--- config.mk ---
export PLATFORM = sky130hd
export DESIGN_NAME = motoro3_gate_deadtime
export DESIGN_NICKNAME = d
export VERILOG_FILES = /design/src/rtl/motoro3_gate_deadtime.sv
export SDC_FILE = /design/constraint.sdc
export NUM_CORES = 1
export LEC_CHECK = 0
export ABC_AREA = 0
export CAP_MARGIN = 20
export CORE_MARGIN = 2
export CORE_UTILIZATION = 55
export DETAILED_ROUTE_END_ITERATION = 6
export DONT_BUFFER_PORTS = 1
export PLACE_DENSITY_LB_ADDON = 0.05
export SLEW_MARGIN = 0
export SYNTH_ARGS = -nofsm -noshare
export SYNTH_HDL_FRONTEND = slang
export SYNTH_SLANG_ARGS = --single-unit
--- constraint.sdc ---
create_clock -name clk -period 2.8 [get_ports clk]
set_input_delay 0.28 -clock clk [delete_from_list [all_inputs] [get_ports clk]]
set_output_delay 0.28 -clock clk [all_outputs]
set_load 0.02 [all_outputs]
--- src/rtl/motoro3_gate_deadtime.sv ---
// Three-phase gate driver with per-phase dead-time FSMs and a latched overcurrent shutdown.
// Optional MOTORO3_COMP_PWM_EN: complementary chopping of the driven-high phase's low side.
module motoro3_gate_deadtime #(
    parameter int DEAD_CYC = 20,
    parameter int DT_W     = 8
) (
    input  logic       clk,
    input  logic       nRst,
    input  logic       aE,
    input  logic       aH1_L0,
    input  logic       bE,
    input  logic       bH1_L0,
    input  logic       cE,
    input  logic       cH1_L0,
    input  logic       pwm,
    input  logic       enable,
    input  logic       fault_n,
    input  logic       fault_clr,
    output logic       aHS,
    output logic       aLS,
    output logic       bHS,
    output logic       bLS,
    output logic       cHS,
    output logic       cLS,
    output logic       fault_latched,
    output logic [2:0] dead_active
);

    typedef enum logic [1:0] {
        ST_IDLE  = 2'd0,
        ST_HS_ON = 2'd1,
        ST_LS_ON = 2'd2,
        ST_DEAD  = 2'd3
    } phase_state_t;

    localparam logic [DT_W-1:0] DEAD_LOAD = DT_W'(DEAD_CYC - 1);
    localparam logic [DT_W-1:0] CNT_ONE   = DT_W'(1);
    localparam logic [DT_W-1:0] CNT_ZERO  = DT_W'(0);

    logic       r_fault_s1;
    logic       r_fault_s2;
    logic       r_fault_latched;
    logic       w_kill;
    logic [2:0] w_e;
    logic [2:0] w_h;
    logic [2:0] w_want_hs;
    logic [2:0] w_want_ls;
    logic [2:0] w_hs;
    logic [2:0] w_ls;
    logic [2:0] w_dead;

    assign w_e = {cE, bE, aE};
    assign w_h = {cH1_L0, bH1_L0, aH1_L0};

    // Two-flop synchroniser for the asynchronous comparator output
    always_ff @(negedge clk or negedge nRst) begin
        if (!nRst) begin
            r_fault_s1 <= 1'b1;
            r_fault_s2 <= 1'b1;
        end else begin
            r_fault_s1 <= fault_n;
            r_fault_s2 <= r_fault_s1;
        end
    end

    // Fault latch: a synchronised low always wins over a clear request
    always_ff @(negedge clk or negedge nRst) begin
        if (!nRst) begin
            r_fault_latched <= 1'b0;
        end else if (!r_fault_s2) begin
            r_fault_latched <= 1'b1;
        end else if (fault_clr) begin
            r_fault_latched <= 1'b0;
        end else begin
            r_fault_latched <= r_fault_latched;
        end
    end

    assign w_kill = r_fault_latched | ~enable | ~r_fault_s2;

    for (genvar g = 0; g < 3; g++) begin : g_phase
        phase_state_t    r_state;
        phase_state_t    w_state_nxt;
        logic [DT_W-1:0] r_cnt;
        logic [DT_W-1:0] w_cnt_nxt;
        logic            r_hs;
        logic            r_ls;
        logic            r_dead;

        assign w_want_hs[g] = w_e[g] & w_h[g] & pwm & ~w_kill;
`ifdef MOTORO3_COMP_PWM_EN
        assign w_want_ls[g] = w_e[g] & (~w_h[g] | ~pwm) & ~w_kill;
`else
        assign w_want_ls[g] = w_e[g] & ~w_h[g] & ~w_kill;
`endif

        // Next state: every turn-off passes through DEAD, which runs to completion
        always_comb begin
            w_state_nxt = r_state;
            w_cnt_nxt   = r_cnt;
            case (r_state)
                ST_IDLE: begin
                    if (w_want_hs[g]) begin
                        w_state_nxt = ST_HS_ON;
                    end else if (w_want_ls[g]) begin
                        w_state_nxt = ST_LS_ON;
                    end else begin
                        w_state_nxt = ST_IDLE;
                    end
                end
                ST_HS_ON: begin
                    if (!w_want_hs[g]) begin
                        w_state_nxt = ST_DEAD;
                        w_cnt_nxt   = DEAD_LOAD;
                    end else begin
                        w_state_nxt = ST_HS_ON;
                    end
                end
                ST_LS_ON: begin
                    if (!w_want_ls[g]) begin
                        w_state_nxt = ST_DEAD;
                        w_cnt_nxt   = DEAD_LOAD;
                    end else begin
                        w_state_nxt = ST_LS_ON;
                    end
                end
                ST_DEAD: begin
                    if (r_cnt != CNT_ZERO) begin
                        w_cnt_nxt = r_cnt - CNT_ONE;
                    end else if (w_want_hs[g]) begin
                        w_state_nxt = ST_HS_ON;
                    end else if (w_want_ls[g]) begin
                        w_state_nxt = ST_LS_ON;
                    end else begin
                        w_state_nxt = ST_IDLE;
                    end
                end
                default: begin
                    w_state_nxt = ST_IDLE;
                    w_cnt_nxt   = CNT_ZERO;
                end
            endcase
        end

        // State, counter and gate flops; gates decode the next state so they track it exactly
        always_ff @(negedge clk or negedge nRst) begin
            if (!nRst) begin
                r_state <= ST_IDLE;
                r_cnt   <= CNT_ZERO;
                r_hs    <= 1'b0;
                r_ls    <= 1'b0;
                r_dead  <= 1'b0;
            end else begin
                r_state <= w_state_nxt;
                r_cnt   <= w_cnt_nxt;
                r_hs    <= (w_state_nxt == ST_HS_ON);
                r_ls    <= (w_state_nxt == ST_LS_ON);
                r_dead  <= (w_state_nxt == ST_DEAD);
            end
        end

        assign w_hs[g]   = r_hs;
        assign w_ls[g]   = r_ls;
        assign w_dead[g] = r_dead;
    end

    assign aHS           = w_hs[0];
    assign aLS           = w_ls[0];
    assign bHS           = w_hs[1];
    assign bLS           = w_ls[1];
    assign cHS           = w_hs[2];
    assign cLS           = w_ls[2];
    assign dead_active   = w_dead;
    assign fault_latched = r_fault_latched;

endmodule

==> metrics.cfg <==
[floorplan]
die_x_um = 70.9
rows = 24
die_area_um2 = 5030
core_um2 = 4320
ios = 22
start_util_pct = 56.9
die_h_um = 70.9

[global_route]
grt_overflow = 0
antenna_found_initial = 0
grtUsageTotal_pct = 22.1
grt_pass1_wl_um = 8790
grt_pass1_vias = 1906
grt_start_max_net_pins = 43

[detailed_routing]
wirelength_um = 4870
antenna_left = 0
wl_per_cell_um = 15.4
drtIter0Drc = 202
drt-vias-per-instance = 6.07
routed-via-count = 1924
firstDrtPassIters = 4
drc = 0

[cts]
cts.sinks = 42
cts_buffers = 5
root_buffer = clkbuf_8
clk_path_buf_depth = 2
cts_hold_buffers = 0
cts_tree = yes
clk-insertion-delay-late_ns = 0.34
htree_levels = 2
post_cts_buffers = 0
clkTransAtPathRegs_ns = 0.06
cts_resized = 0

[layout]
final_util_pct = 62.5
layout_common_cells = 40 x dfrtn_1, 21 x inv_1, 17 x a21oi_1
drive_gt1_share_pct = 15.1
final_common_cell = dfrtn_1
num_antenna_cells = 0
area_growth_pct = 9.86
nets = 284

[power]
p_leak_nw = 1.18
total_power_w = 0.00225
power_density_nw_per_um2 = 833
peakVddDrop_mv = 0.411

[sta]
rsz0062_at_grt = false
slew_viol_final = 0
slew_headroom_pct = 68.5
setup_viol = 0
tightestPinTransition_ns = 0.470
hold_viol_final = 0
finClkSkew_ns = 0.0483

[synthesis]
synth_edf_count = 0
syn_inst = 256
ys_ff_latch = 42
synth-warning-count = 0
synthesis.area_um2 = 2460
yosysSeqAreaShare_pct = 42.8
yosysUniqueCellTypes = 65
synth_fp_nets = 276
synth_flop_cell = dfrtn_1
synth_area_per_cell_um2 = 9.61
async_reset_ff_share_pct = 100

[place]
dp_hpwl_um = 3460
place.gp.congestion = 0.819
port_buffers = 0

[worst_setup_path]
worstSetupPathType = flip-flop to output pin
worst_r2r_path_depth = 6
end_kind = output pin
cp.required_ns = 2.52
cp_max_fo = 6
cp.depth = 0
startpoint_type = flip-flop
rrSetupSlack_ns = 0.63
arrival_ns = 2.28

[run]
cap_violations = 0

[hold_path]
min_path_cells = 0
min_path_type = flip-flop to flip-flop

[outcome]
status = complete, no violations

-- cells in the mapped netlist (all sizes together), types with 4 or more instances --
library cell	instances	share of area (%)
dfrtn	40	41
inv	20	3.1
a21oi	17	3.5
nand2	16	2.4
nor2	14	2.1
o21ai	12	2.4
nand3	9	1.8
nor3	9	2.0
ha	8	4.1
clkbuf	6	0.97
or3	6	1.7
a21o	5	1.6
a31o	5	1.8
mux2i	5	2.0
or4	5	1.6
a31oi	4	1.3
and2	4	1.1
nor3b	4	1.2
o21a	4	1.2
-- cell type report --
class / count / area [um^2]
clock buffer: 6 / 82.6
clock inverter: 4 / 67.6
fill: 368 / 1620
inverter: 19 / 71.3
multi-input combinational: 185 / 1300
sequential: 42 / 1050
tap: 52 / 65.1
timing repair buffer: 9 / 67.6
-- report_power, final --
| group | leakage, nW | switching [W] | internal (W) |
|---|---|---|---|
| Sequential | 0.510 | 0.000188 | 0.000766 |
| Combinational | 0.587 | 0.000349 | 0.000348 |
| Clock | 0.0821 | 0.000219 | 0.000384 |
| Total | 1.18 | 0.000755 | 0.00150 |
-- metrics by stage --
step           TNS [ns]  instances  hold slack (ns)  cell area (um^2)  setup WS [ns]
3_3_place_gp     -0.166        308            0.346              2560        -0.0503
3_5_place_dp     -0.275        308            0.347              2560        -0.0720
5_1_grt               0        317            0.360              2700          0.148
4_1_cts               0        317            0.356              2700          0.231
2_1_floorplan         0        256            0.345              2470         0.0190
6_report              0        317            0.355              2700          0.240
-- registers in the layout, indices dropped and copies added (netlist names) --
| name | cells |
|---|---|
| g_phase.r_cnt | 24 |
| g_phase.r_state | 6 |
| g_phase.r_dead | 3 |
| aHS | 1 |
| aLS | 1 |
| bHS | 1 |
| bLS | 1 |
| cHS | 1 |
| cLS | 1 |
| fault_latched | 1 |
| r_fault_s1 | 1 |
| r_fault_s2 | 1 |
-- worst paths after layout --
kind	to	start
max	fault_latched	fault_latched
min reg2reg	r_fault_s2	r_fault_s1
min	r_fault_s2	r_fault_s1
min in group asynchronous	g_phase[0].r_cnt[6]	nRst
max in group asynchronous	r_fault_s2	nRst
max reg2reg	g_phase[2].r_cnt[4]	g_phase[2].r_cnt[0]
-- routing by layer --
metal | global-route usage [%] | up-vias | share of wire (%)
met5 | 0 | - | 0
met4 | 6.92 | 0 | 1.3
met3 | 6.27 | 6 | 5.2
met2 | 35.4 | 35 | 47
met1 | 29.2 | 917 | 47
li1 | - | 966 | -
-- logic make-up after synthesis --
logic type	after synthesis	synth area share (%)
buf+inv	29	4.93
fa+ha+maj	8	4.07
flops	42	42.8
mux	6	2.49
compound gates	77	22.4
simple gates	91	22.2
xor+xnor	3	1.07
(Power assumes the default switching activity.)
==> patch (same settings) <==
Build with the macro `MOTORO3_COMP_PWM_EN` defined.
--- a/src/rtl/motoro3_gate_deadtime.sv
+++ b/src/rtl/motoro3_gate_deadtime.sv
@@ -2,2 +2,4 @@
 // Optional MOTORO3_COMP_PWM_EN: complementary chopping of the driven-high phase's low side.
+`define MOTORO3_COMP_PWM_EN
+
 module motoro3_gate_deadtime #(
Check against the original RTL: not equivalent (Yosys sat finds a counterexample within 4 cycles, from zero or initial values and one cycle with nRst low).
==> patch against the original RTL <==
Synthesized area shrank 4.4%. Setup slack gained 0.019 ns. Design area shrank 7.4%. Utilization shrank 0.83 points. Power shrank 18%. Via count shrank 2.8%. Routed wire length shrank 0.25%. Sequential power shrank 2.3%. Clock skew grew 0.0033 ns. Register-to-register slack gained 0.08 ns. Sequential cell count is the same. First-iteration DRC count shrank 23%.
==> patch: results (changes against the original RTL) <==
First-pass DRT Iterations = 4 (unchanged)
final non-filler cell total = 295 (-6.9%)
pre-CTS setup slack = -0.03097 ns (+0.04103 ns)
Placed Cells incl. Taps = 288 (-6.5%)
Post-Syn Nets = 261 (-5.4%)
met1 usage = 0.2640 (-0.02783)
DR top layer = met4
biggest regs = g_phase.r_cnt: 24 flops, g_phase.r_state: 6 flops, g_phase.r_dead: 3 flops
Synth async-reset ratio = 1.000 (unchanged)
dominant cells by area after synthesis = dfrtn_1 (43%), a21oi_1 (6.2%), ha_1 (4.3%)
switching power = 0.6386 mW (-15%)
Worst R2R End = g_phase[1].r_state[1]$_DFF_NN0_
final wirelength = 4.860 mm (-0.25%)
Metal-1 WL = 2.003 mm (-12%)
number of flops mapped to enable cells by yosys = 0 (unchanged)
register area share after synthesis = 0.4479 (+0.01981)
reg-to-reg startpoint = g_phase[1].r_cnt[0]$_DFFE_NN0P_
DRC marker count from the first detailed-route iteration = 155 (-23%)
post-CTS setup buffer count = 0 (unchanged)
LEAKAGE = 1.040 nW (-12%)
WL met2 = 2.574 mm (+13%)
hold path startpoint = r_fault_s1$_DFF_NN1_
clk_lat worst skew = 0.34 ns (about the same)
largest net degree at the start of global routing = 43 (unchanged)
layout net count = 266 (-6.3%)
register-to-register setup slack = 0.71 ns (+0.08 ns)
Post-Route Skew = 0.05163 ns (+0.003302 ns)
DP HPWL = 3.649 mm (+5.4%)
met2 usage = 0.3835 (+0.02945)
library cells used by synthesis = 56 (-14%)
most frequent cells after synthesis = dfrtn_1 (40), a21oi_1 (29), inv_1 (17), nand2_1 (14), o21ai_0 (13)
met3 global-route usage = 0.05814 (-0.004539)
largest fanout on the critical path = 5 (-1)
Worst EP arrival = 2.26 ns (-0.02 ns)
gpl congestion = 0.9029 (+10%)
htree depth = 2 (unchanged)
share of cells above drive strength 1 = 0.1184 (-0.03258)
antenna violations before repair = 0 (unchanged)
Vias/cell = 6.342 (+4.5%)
first-pass GRT wire length = 8.638 mm (-1.7%)
hold slack = 0.3514 ns (-0.003438 ns)
antenna diode count = 0 (unchanged)
outcome = finished, final reports clean
placed cell areas = 2414 um2 (-5.6%)
overall fraction of global-route tracks in use = 0.2229 (+0.002092)
Met3 Wirelength = 218 um (-14%)
worst slew pin tran = 0.5946 ns (+0.1243 ns)
cts repair resizes = 0 (unchanged)
worst vdd ir = 443.8 uV (+8.0%)
vias in the first global route = 1,894 (-0.63%)
Syn Inst Count = 241 (-5.9%)
HP Class = reg2reg
patch: cell types whose count changed after synthesis, sizes merged, moves of 3 or more:
cell	unedited run	this run
a21oi	17	29
a21o	5	0
nand4	1	6
a31o	5	1
a2111oi	0	3
and2	4	1
inv	20	17
nand4b	3	0
nor2	14	11
o211ai	1	4
patch: worst max path at each step:
stage / from / end / slack, ns / depth (start not counted)
after detailed placement: enable / g_phase[1].r_dead$_DFF_NN0_ / -0.03 / 4
after floorplan: cE / g_phase[2].r_cnt[6]$_DFFE_NN0P_ / 0.003 / 4
after CTS: fault_latched$_DFFE_NN0P_ / fault_latched / 0.25 / 0
after global routing: aE / g_phase[0].r_cnt[6]$_DFFE_NN0P_ / 0.20 / 6
after global placement: enable / g_phase[1].r_dead$_DFF_NN0_ / 0.003 / 4
final: fault_latched$_DFFE_NN0P_ / fault_latched / 0.26 / 0
patch: logic make-up (layout without fill, tap and decap cells):
group                      after synthesis  after routing  synth area share
buffers and inverters                   26             30           0.04947
muxes                                    4              4           0.01702
DFF                                     42             42            0.4479
and+or+nand+nor                         75             75            0.1968
adders and majority gates                8              8           0.04255
AOI/OAI and AO/OA                       86             86            0.2463
patch: power groups by stage:
stage	Combinational, mW	Sequential (mW)	Clock, mW
2_1_floorplan	0.416	0.886	0.00671
3_3_place_gp	0.475	0.928	0.00671
3_5_place_dp	0.505	0.939	0.00671
4_1_cts	0.506	0.930	0.422
5_1_grt	0.578	0.958	0.448
6_report	0.500	0.932	0.407
patch: area by class of cell:
type	count	area (um2)
clock buffer	5	68.82
clock inverter	3	25.02
fill	342	1554
inverter	16	60.06
multi-input combinational	173	1189
sequential	42	1054
tap	50	62.56
timing repair buffer	6	45.04
